--- src/rtl/audio_pkg.sv ---
// Shared types and constants for the song sequencer: ROM word layout,
// note code classes and the sequencer state set.
package audio_pkg;

  typedef logic [3:0] note_t;

  typedef struct packed {
    logic [3:0] dur;
    note_t      note;
  } song_word_t;

  localparam note_t NOTE_REST_MIN = 4'd10;
  localparam note_t NOTE_END      = 4'd15;

  typedef enum logic [2:0] {
    IDLE,
    FETCH,
    WAIT,
    PLAY,
    DONE
  } seq_state_t;

  // A duration field d means d+1 beats.
  function automatic logic [4:0] beats_of(input song_word_t w);
    return {1'b0, w.dur} + 5'd1;
  endfunction

endpackage

--- src/rtl/beat_timer.sv ---
// Tempo prescaler: counts clk cycles within a beat, flags the last tick of
// each beat and the start of the articulation gap.
module beat_timer #(
  parameter int unsigned TICKS_PER_BEAT = 25000000,
  parameter int unsigned GAP_CYCLES     = 1250000
) (
  input  logic clk,
  input  logic reset,
  input  logic i_clear,
  input  logic i_enable,
  output logic o_beat,
  output logic o_in_gap
);

  localparam int unsigned TW = (TICKS_PER_BEAT > 1) ? $clog2(TICKS_PER_BEAT) : 1;
  localparam logic [TW-1:0] LAST = TW'(TICKS_PER_BEAT - 1);
  // in_gap rises one tick early so a registered gate downstream falls exactly
  // on the first tick of the gap.
  localparam logic [TW-1:0] GAP_START = TW'(TICKS_PER_BEAT - GAP_CYCLES - 1);

  logic [TW-1:0] r_tick;
  logic          r_beat;
  logic          r_in_gap;
  logic [TW-1:0] w_tick_nxt;

  always_comb begin
    w_tick_nxt = (r_tick == LAST) ? '0 : r_tick + TW'(1);
  end

  always_ff @(posedge clk) begin
    if (reset) begin
      r_tick   <= '0;
      r_beat   <= 1'b0;
      r_in_gap <= 1'b0;
    end else if (i_clear) begin
      r_tick   <= '0;
      r_beat   <= 1'b0;
      r_in_gap <= (GAP_START == '0);
    end else if (i_enable) begin
      r_tick   <= w_tick_nxt;
      r_beat   <= (w_tick_nxt == LAST);
      r_in_gap <= (w_tick_nxt >= GAP_START);
    end
  end

  assign o_beat   = r_beat;
  assign o_in_gap = r_in_gap;

endmodule

--- src/rtl/melody_sequencer.sv ---
// Song player: fetches ROM words, drives note/gate to the note encoder with
// beat timing, handles rests, end-of-song, looping and stop.
module melody_sequencer #(
  parameter int unsigned TICKS_PER_BEAT = 25000000,
  parameter int unsigned GAP_CYCLES     = 1250000,
  parameter int unsigned ADDR_W         = 8
) (
  input  logic              clk,
  input  logic              reset,
  input  logic              start,
  input  logic              stop,
  input  logic              loop_en,
  output logic [ADDR_W-1:0] rom_addr,
  output logic              rom_rd,
  input  logic [7:0]        rom_data,
  output logic [3:0]        note,
  output logic              gate,
  output logic              beat,
  output logic              busy,
  output logic              done
);

  import audio_pkg::*;

  seq_state_t        r_state;
  logic [ADDR_W-1:0] r_addr;
  logic              r_rd;
  note_t             r_note;
  logic              r_gate;
  logic              r_busy;
  logic              r_done;
  logic [4:0]        r_beats_left;

  song_word_t        w_word;
  logic              w_beat;
  logic              w_in_gap;
  logic              w_tmr_clear;
  logic              w_tmr_enable;

  always_comb begin
    w_word       = song_word_t'(rom_data);
    w_tmr_enable = (r_state == PLAY);
    w_tmr_clear  = (r_state != PLAY) || stop;
  end

  beat_timer #(
    .TICKS_PER_BEAT (TICKS_PER_BEAT),
    .GAP_CYCLES     (GAP_CYCLES)
  ) u_beat_timer (
    .clk      (clk),
    .reset    (reset),
    .i_clear  (w_tmr_clear),
    .i_enable (w_tmr_enable),
    .o_beat   (w_beat),
    .o_in_gap (w_in_gap)
  );

  // rom_rd is raised on the edge entering FETCH so the ROM word is present
  // during WAIT; this gives the two-cycle fetch overhead per note.
  always_ff @(posedge clk) begin
    if (reset) begin
      r_state      <= IDLE;
      r_addr       <= '0;
      r_rd         <= 1'b0;
      r_note       <= '0;
      r_gate       <= 1'b0;
      r_busy       <= 1'b0;
      r_done       <= 1'b0;
      r_beats_left <= '0;
    end else if (stop && (r_state != IDLE)) begin
      r_state      <= IDLE;
      r_rd         <= 1'b0;
      r_gate       <= 1'b0;
      r_busy       <= 1'b0;
      r_done       <= 1'b0;
      r_beats_left <= '0;
    end else begin
      r_rd   <= 1'b0;
      r_done <= 1'b0;
      unique case (r_state)
        IDLE: begin
          if (start && !stop) begin
            r_addr  <= '0;
            r_busy  <= 1'b1;
            r_rd    <= 1'b1;
            r_state <= FETCH;
          end
        end
        FETCH: r_state <= WAIT;
        WAIT: begin
          if (w_word.note < NOTE_REST_MIN) begin
            r_note       <= w_word.note;
            r_gate       <= 1'b1;
            r_beats_left <= beats_of(w_word);
            r_state      <= PLAY;
          end else if (w_word.note != NOTE_END) begin
            r_gate       <= 1'b0;
            r_beats_left <= beats_of(w_word);
            r_state      <= PLAY;
          end else if (loop_en && (r_addr != '0)) begin
            r_addr  <= '0;
            r_rd    <= 1'b1;
            r_state <= FETCH;
          end else begin
            r_done  <= 1'b1;
            r_busy  <= 1'b0;
            r_state <= DONE;
          end
        end
        PLAY: begin
          if ((r_beats_left == 5'd1) && w_in_gap) begin
            r_gate <= 1'b0;
          end
          if (w_beat) begin
            r_beats_left <= r_beats_left - 5'd1;
            if (r_beats_left == 5'd1) begin
              r_gate <= 1'b0;
              r_addr <= r_addr + ADDR_W'(1);
              if ((&r_addr) && !loop_en) begin
                r_done  <= 1'b1;
                r_busy  <= 1'b0;
                r_state <= DONE;
              end else begin
                r_rd    <= 1'b1;
                r_state <= FETCH;
              end
            end
          end
        end
        DONE:    r_state <= IDLE;
        default: r_state <= IDLE;
      endcase
    end
  end

  assign rom_addr = r_addr;
  assign rom_rd   = r_rd;
  assign note     = r_note;
  assign gate     = r_gate;
  assign beat     = w_beat;
  assign busy     = r_busy;
  assign done     = r_done;

endmodule

--- config.mk ---
export PLATFORM = sky130hd
export DESIGN_NAME = melody_sequencer
export DESIGN_NICKNAME = d
export VERILOG_FILES = /design/src/rtl/audio_pkg.sv /design/src/rtl/beat_timer.sv /design/src/rtl/melody_sequencer.sv
export SDC_FILE = /design/constraint.sdc
export NUM_CORES = 1
export LEC_CHECK = 0
export ABC_AREA = 0
export BUFFER_PORTS_ARGS = -buffer_cell sky130_fd_sc_hd__clkbuf_2
export CORE_UTILIZATION = 55
export CTS_BUF_LIST = sky130_fd_sc_hd__clkbuf_8
export DETAILED_ROUTE_END_ITERATION = 6
export HOLD_SLACK_MARGIN = 0.08
export PLACE_DENSITY = 0.75
export SYNTH_ARGS = -nofsm -noshare
export SYNTH_HDL_FRONTEND = slang
export SYNTH_SLANG_ARGS = --single-unit
--- constraint.sdc ---
create_clock -name clk -period 7.5 [get_ports clk]
set_input_delay 1.5 -clock clk [delete_from_list [all_inputs] [get_ports clk]]
set_output_delay 1.5 -clock clk [all_outputs]
set_load 0.02 [all_outputs]
==> impl_results.md, run 1 <==
* Count of hold-fix buffers inserted at cts at 0
* Number of placement rows at 26
* Total I/O pin count at 30
* Syn Std Cell Area at 2980 um2
* Detailed-route vias per instance at 5.81
* Number of nets with antenna violations after detailed routing at 0
* Global-route wire length before repair at 10.6 mm
* Synth Flop Type: sky130_fd_sc_hd__dfxtp_1
* Post-CTS sizing at 0
* RSZ-0062 raised after global routing: no
* Delay of the slowest cell on the worst path at 0.39 ns
* Data required time of the worst path at 7.74 ns
* Ratio of cells with drive above 1 in the final layout at 11.5%
* Outcome: complete, no violations
* Clock tree buffer depth at 2
* Crit path arrival time at 3.44 ns
* Power density over the cells at 165 nW/um2
* DRC Markers at 0
* H-Tree Level Count at 2
* Worst setup startpoint: stop
* Global Route met1 Usage at 30.6%
* Initial detailed-routing violation count at 157
* Count of unique library cells instantiated by Yosys at 51
* Family of cells with the greatest summed delay on the critical path: simple AND/OR/NAND/NOR gates
* WHS Endpoint: note[3]
* Number of nets produced by synthesis at 406
* Height of the chip at 75.6 um
* Synth-to-layout area growth at 7.82%
* Final cycle utilization of the critical path at 42.6%
* Seq/Total Area, Yosys at 34.3%
* Yosys warnings at 0
* Worst Max-Slew Pin Slew at 0.995 ns
* Die area at 5710 um2
* Buffer type at the clock tree root: sky130_fd_sc_hd__clkbuf_8
* Post-Synthesis Cells at 387
* GPL Wtd Cong at 0.870
* Count of pins over their slew limit at 0
* Post-layout nets at 419
* Clock slew seen by the registers of the worst setup and hold paths at 0.11 ns
* Startpoint of the tightest hold check path: note[3]
* Total power of the final layout at 529 uW
* Worst IR Drop VDD at 87.5 uV
* Cell Chain, Critical Path: clkbuf_2, nand2b_1, nor2_1, nor2_1, nor3_1, o211ai_1, or2_2, or3_1, a21oi_1
* Critical path startpoint category: input pin
* Global routing usage on met2 at 41.6%
* Most used routing layer in global routing: met2
* Final Hold Violating Endpoints at 0
* FF+latch count, synth at 51
* Max transition margin at 33.1%
* CP max stage cell: sky130_fd_sc_hd__or2_2
* DP Wirelength at 4.65 mm
* Tightest Hold Check Type: reg2reg
* Kind of critical path: in2reg
* Final setup violation count at 0
* Number of enable-type register cells in the synthesized netlist at 0
* Async set-or-reset flop fraction in the synthesized netlist at 0%
* Mean routed wirelength per cell at 13.8 um
* Met3 global-route usage at 3.97%
* Pin count of the biggest net entering global routing at 20
* Clock tree from TritonCTS: yes
* Number of global-route vias before repair at 2353
* Buffers and inverters on the worst path at 1
* Reg2reg end: rom_addr[2]
* Number of clock sinks at 51
* Final Routed Wirelength at 6.49 mm
* Hold path cells at 2
* Clock period minus worst slack at 3.20 ns
* Area of combinational cells with multiple inputs at 1810 um2
* Floorplan Core Area at 5170 um2
* CP most frequent cell: sky130_fd_sc_hd__nor2_1
* Count of port buffers added during placement at 29
* Number of diodes at 0
* Worst-path fanout max at 12
* Routed vias at 2736
* FF-to-FF path depth at 10
* Fmax at 313 MHz
* Critical register-to-register path startpoint: rom_addr[0]
* Number of max-cap violations at 0
* Count of filler cells inserted in the layout at 461
* CP endpoint kind: flip-flop
* Leakage component of the power at 0.00105 uW
* Clock Latency Late Sink at 0.31 ns
* Sequential cell area at 1020 um2
* Overall global routing resource usage at 23.8%
* Number of post-CTS setup repair buffers at 0
* Fin Clk Skew at 0.0121 ns
* Average cell area after synthesis at 7.69 um2
* Number of clock buffers inserted by TritonCTS at 5
* Reg2Reg Setup Slack at 4.53 ns
* Total overflow reported by the global router at 0
* Setup total negative slack at 0 ns
* Antenna violations before repair at 0
* Chip Width at 75.6 um
* Initial cell density of the core at 57.6%
* Total iterations of the first detailed-routing run at 4
## sequential cells by signal, indices dropped and copies added (netlist names)
name                   count
u_beat_timer.o_beat        1
note                       4
done                       1
r_state                    3
rom_rd                     1
r_beats_left               5
rom_addr                   8
u_beat_timer.o_in_gap      1
gate                       1
busy                       1
u_beat_timer.r_tick       25
## area by class of cell
class                      count  share of cell area, %
clock inverter                 3                   1.44
multi-input combinational    305                   56.3
timing repair buffer          30                   4.75
clock buffer                   5                   2.14
sequential                    51                   31.8
inverter                       7                  0.818
tap                           70                   2.73
## per-layer routing
layer / vias to the layer above / share of wire (%)
li1: 1410 / -
met1: 1268 / 48
met2: 56 / 48
met3: 2 / 3.5
met4: 0 / 0.34
met5: - / 0
## Yosys cell counts, drive strengths merged, types with 11 or more instances
cell,count,area (um2)
buf,12,76.3
nor2,60,225
xnor2,13,114
clkbuf,12,46.3
nand3,14,70.1
dfxtp,51,1020
nor3,11,55.1
nand2,28,113
o21ai,31,155
nand4,17,106
xor2,12,105
a21oi,21,105
## how the worst max path moves through the flow
stage | slack, ns | end | cells past startpoint
floorplan | 4.52 | rom_addr[7] | 7
global placement | 4.08 | rom_addr[7] | 9
detailed placement | 3.99 | rom_addr[7] | 9
CTS | 4.31 | rom_addr[7] | 9
global route | 4.13 | rom_addr[7] | 9
finish | 4.30 | rom_addr[7] | 9
## tightest hold or removal path, stage by stage (launching register included)
cell and delay, ns:
sky130_fd_sc_hd__dfxtp_1 0.32, sky130_fd_sc_hd__o21ai_0 0.06, sky130_fd_sc_hd__a21oi_1 0.06
## metrics by stage
stage | utilization (%) | setup WS (ns) | hold slack [ns] | area [um2] | std cells
after CTS | 62.1 | 4.31 | 0.488 | 3210 | 471
final | 62.1 | 4.30 | 0.486 | 3210 | 471
after global routing | 62.1 | 4.13 | 0.512 | 3210 | 471
after floorplan | - | 4.52 | 0.444 | 2980 | 387
after global placement | 59.8 | 4.08 | 0.464 | 3100 | 463
after detailed placement | 59.8 | 3.99 | 0.472 | 3100 | 463
## logic make-up after synthesis
logic type,after synthesis,share of synthesized area (%)
simple gates,191,34.0
compound gates,80,15.8
flops,51,34.3
buf+inv,31,5.00
xor+xnor,25,7.35
fa+ha+maj,6,2.52
mux,3,1.05
## placed cells by master (no fill, tap or decap), drive strengths merged, types with 3 or more instances in the layout
cell type / count
nand4: 17
and3: 5
xor2: 12
o21ai: 31
a31oi: 6
ha: 6
o211ai: 3
nor2: 60
a22oi: 6
and2: 4
nor2b: 6
a21oi: 21
xnor2: 13
nor3b: 5
nor3: 11
nor4: 7
or4b: 3
clkbuf: 34
or4: 3
or3: 5
and4: 3
dfxtp: 51
nand3: 14
inv: 8
nand2: 28
nand2b: 6
nand3b: 7
or2: 3
## where the power goes
group | leakage (uW) | switching (uW) | internal [uW]
Combinational | 0.000587 | 29.9 | 17.7
Sequential | 0.000411 | 6.19 | 276
Clock | 0.0000548 | 98.5 | 101
Note: power is estimated with default switching activity, not from simulation.
==> run 2: changes to the inputs <==
--- a/config.mk
+++ b/config.mk
@@ -11,7 +11,7 @@
 export CTS_BUF_LIST = sky130_fd_sc_hd__clkbuf_8
 export DETAILED_ROUTE_END_ITERATION = 6
 export HOLD_SLACK_MARGIN = 0.08
-export PLACE_DENSITY = 0.75
+export PLACE_DENSITY = 0.78
 export SYNTH_ARGS = -nofsm -noshare
 export SYNTH_HDL_FRONTEND = slang
 export SYNTH_SLANG_ARGS = --single-unit
==> constraint.sdc (replaced) <==
create_clock -name clk -period 2.7 [get_ports clk]
set_input_delay 0.54 -clock clk [delete_from_list [all_inputs] [get_ports clk]]
set_output_delay 0.54 -clock clk [all_outputs]
set_load 0.02 [all_outputs]
==> impl_results.md, run 2 (synthesis gave the netlist of run 1 again) <==
* Outcome: complete, no violations
* Number of max-cap violations at 0 (unchanged)
* Clock tree buffer depth at 2 (unchanged)
* Number of global-route vias before repair at 2448 (+4.0%)
* Tightest Hold Check Type: in2reg
* Final design area excluding fillers at 3350 um2 (+4.4%)
* Floorplan Core Area at 5170 um2 (unchanged)
* Die area at 5710 um2 (unchanged)
* Number of post-CTS setup repair buffers at 0 (unchanged)
* Number of clock buffers inserted by TritonCTS at 5 (unchanged)
* FF-to-FF path depth at 8 (-2)
* Final non-filler cell total at 492 (+4.5%)
* Max FFs per register at 25 (unchanged)
* Power density over the cells at 404 nW/um2 (+150%)
* Number of placement rows at 26 (unchanged)
* Setup total negative slack at 0 ns (unchanged)
* Synth-to-layout area growth at 12.6%
* Number of nets with antenna violations after detailed routing at 0 (unchanged)
* Final setup violation count at 0 (unchanged)
* GPL Wtd Cong at 0.952 (+9.4%)
* Number of clock sinks at 51 (unchanged)
* Count of port buffers added during placement at 29 (unchanged)
* RSZ-0062 raised after global routing: no
* Mean routed wirelength per cell at 14.1 um (+2.4%)
* Worst-path fanout max at 6 (-6)
* Area of combinational cells with multiple inputs at 1820 um2 (+0.55%)
* Count of hold-fix buffers inserted at cts at 0 (unchanged)
* Util after Layout at 64.8% (+2.8 points)
* Routed vias at 2898 (+5.9%)
* Ratio of cells with drive above 1 in the final layout at 16.4% (+4.9 points)
* Height of the chip at 75.6 um (unchanged)
* Placed Instance Area at 3260 um2 (+5.3%)
* Final Hold Violating Endpoints at 0 (unchanged)
* Final Routed Wirelength at 6.94 mm (+6.9%)
* DP Wirelength at 5.08 mm (+9.4%)
* Worst IR Drop VDD at 208 uV (+140%)
* Critical path startpoint category: flip-flop
* Pin count of the biggest net entering global routing at 16 (-20%)
* Post-layout nets at 441 (+5.3%)
* Count of pins over their slew limit at 0 (unchanged)
* Initial cell density of the core at 57.6% (unchanged)
* H-Tree Level Count at 2 (unchanged)
* Sequential cell area at 1020 um2 (unchanged)
* Post-CTS sizing at 0 (unchanged)
* DRC Markers at 0 (unchanged)
* Count of filler cells inserted in the layout at 440 (-4.6%)
* Overall global routing resource usage at 24.3% (+0.50 points)
* Kind of critical path: reg2reg
* Clock tree from TritonCTS: yes
* Clock Latency Late Sink at 0.30 ns (about the same)
* Hold path cells at 3 (+1)
* Leakage component of the power at 0.00116 uW (+10%)
* Fmax at 389 MHz
* Total I/O pin count at 30 (unchanged)
* Fin Clk Skew at 0.00928 ns (-0.00286 ns)
* Buffer type at the clock tree root: sky130_fd_sc_hd__clkbuf_8
* Initial detailed-routing violation count at 156 (-0.64%)
* Number of diodes at 0 (unchanged)
* Global-route wire length before repair at 10.8 mm (+1.6%)
* Antenna violations before repair at 0 (unchanged)
* Max transition margin at 61.0% (+28 points)
* Final cycle utilization of the critical path at 95.2%
* Clock slew seen by the registers of the worst setup and hold paths at 0.10 ns (about the same)
* Total overflow reported by the global router at 0 (unchanged)
* CP endpoint kind: flip-flop
* Detailed-route vias per instance at 5.89 (+1.4%)
* Number of instances in the placed design at 485 (+4.8%)
* Total iterations of the first detailed-routing run at 5 (+1)
* Hold_ws at 0.471 ns (-0.0148 ns)
* Data required time of the worst path at 2.94 ns (-4.80 ns)
* Most frequent cells in the layout: sky130_fd_sc_hd__nor2_1, sky130_fd_sc_hd__dfxtp_1, sky130_fd_sc_hd__o21ai_0
* Most flops, register: u_beat_timer.r_tick
* Chip Width at 75.6 um (unchanged)
* Most common library cell in the layout ignoring fill and taps: sky130_fd_sc_hd__nor2_1
* Worst Max-Slew Pin Slew at 0.582 ns (-0.412 ns)
* Clock period minus worst slack at 2.57 ns
* Crit path arrival time at 2.81 ns (-0.63 ns)
==> run 2: cell count changes in the layout (fill, tap and decap cells not counted) <==
| cell | before | now |
|---|---|---|
| sky130_fd_sc_hd__buf_4 | 1 | 23 |
| sky130_fd_sc_hd__and4_1 | 3 | 2 |
| sky130_fd_sc_hd__and4_4 | 0 | 1 |
| sky130_fd_sc_hd__bufinv_16 | 1 | 0 |
| sky130_fd_sc_hd__clkinv_2 | 0 | 1 |
| sky130_fd_sc_hd__clkinv_4 | 0 | 1 |
| sky130_fd_sc_hd__clkinvlp_4 | 1 | 0 |
| sky130_fd_sc_hd__inv_6 | 1 | 0 |
| sky130_fd_sc_hd__o41ai_1 | 1 | 0 |
| sky130_fd_sc_hd__o41ai_2 | 0 | 1 |
==> run 2: layout make-up <==
type	instances	area share (%)
Clock buffer	5	2.05
Clock inverter	2	0.410
Inverter	7	0.784
Multi-Input combinational cell	305	54.2
Sequential cell	51	30.4
Tap cell	70	2.61
Timing Repair Buffer	52	9.48
==> run 2: worst max-delay path, cell delays in order, from the launching register on <==
cell and delay [ns]:
sky130_fd_sc_hd__dfxtp_1 0.43, sky130_fd_sc_hd__and4_4 0.32, sky130_fd_sc_hd__nand2_4 0.06, sky130_fd_sc_hd__or4b_1 0.48, sky130_fd_sc_hd__a21o_1 0.22, sky130_fd_sc_hd__or4_1 0.52
sky130_fd_sc_hd__nor4_1 0.26, sky130_fd_sc_hd__nand4_1 0.14, sky130_fd_sc_hd__nor2_1 0.09
==> run 2: path summary, 6_finish.rpt <==
kind                                        startpoint             endpoint  slack (ns)
worst max-delay path            u_beat_timer.r_tick[5]  u_beat_timer.o_beat        0.13
worst min-delay path                       rom_data[0]              note[0]        0.47
worst max register to register  u_beat_timer.r_tick[5]  u_beat_timer.o_beat        0.13
worst min register to register                 note[1]              note[1]        0.48
==> run 2: metal layers <==
layer / vias up / GRT usage [%] / part of all wire [%]
met2: 112 / 43.6 / 49
met4: 0 / 5.76 / 1.5
met5: - / 0 / 0
met1: 1332 / 29.9 / 44
li1: 1442 / - / -
met3: 12 / 5.03 / 5.4
==> run 2: power breakdown <==
| part | switching (uW) | internal [uW] |
|---|---|---|
| combinational | 91.3 | 59.8 |
| clock | 247 | 178 |
| sequential | 12.6 | 765 |
| total | 351 | 1000 |
==> run 2: through the flow <==
stage | total power, uW | setup WS [ns]
floorplan | 893 | 0.223
global placement | 941 | 0.223
detailed placement | 945 | 0.139
CTS | 1370 | 0.0841
global route | 1410 | 0.00672
finish | 1350 | 0.128
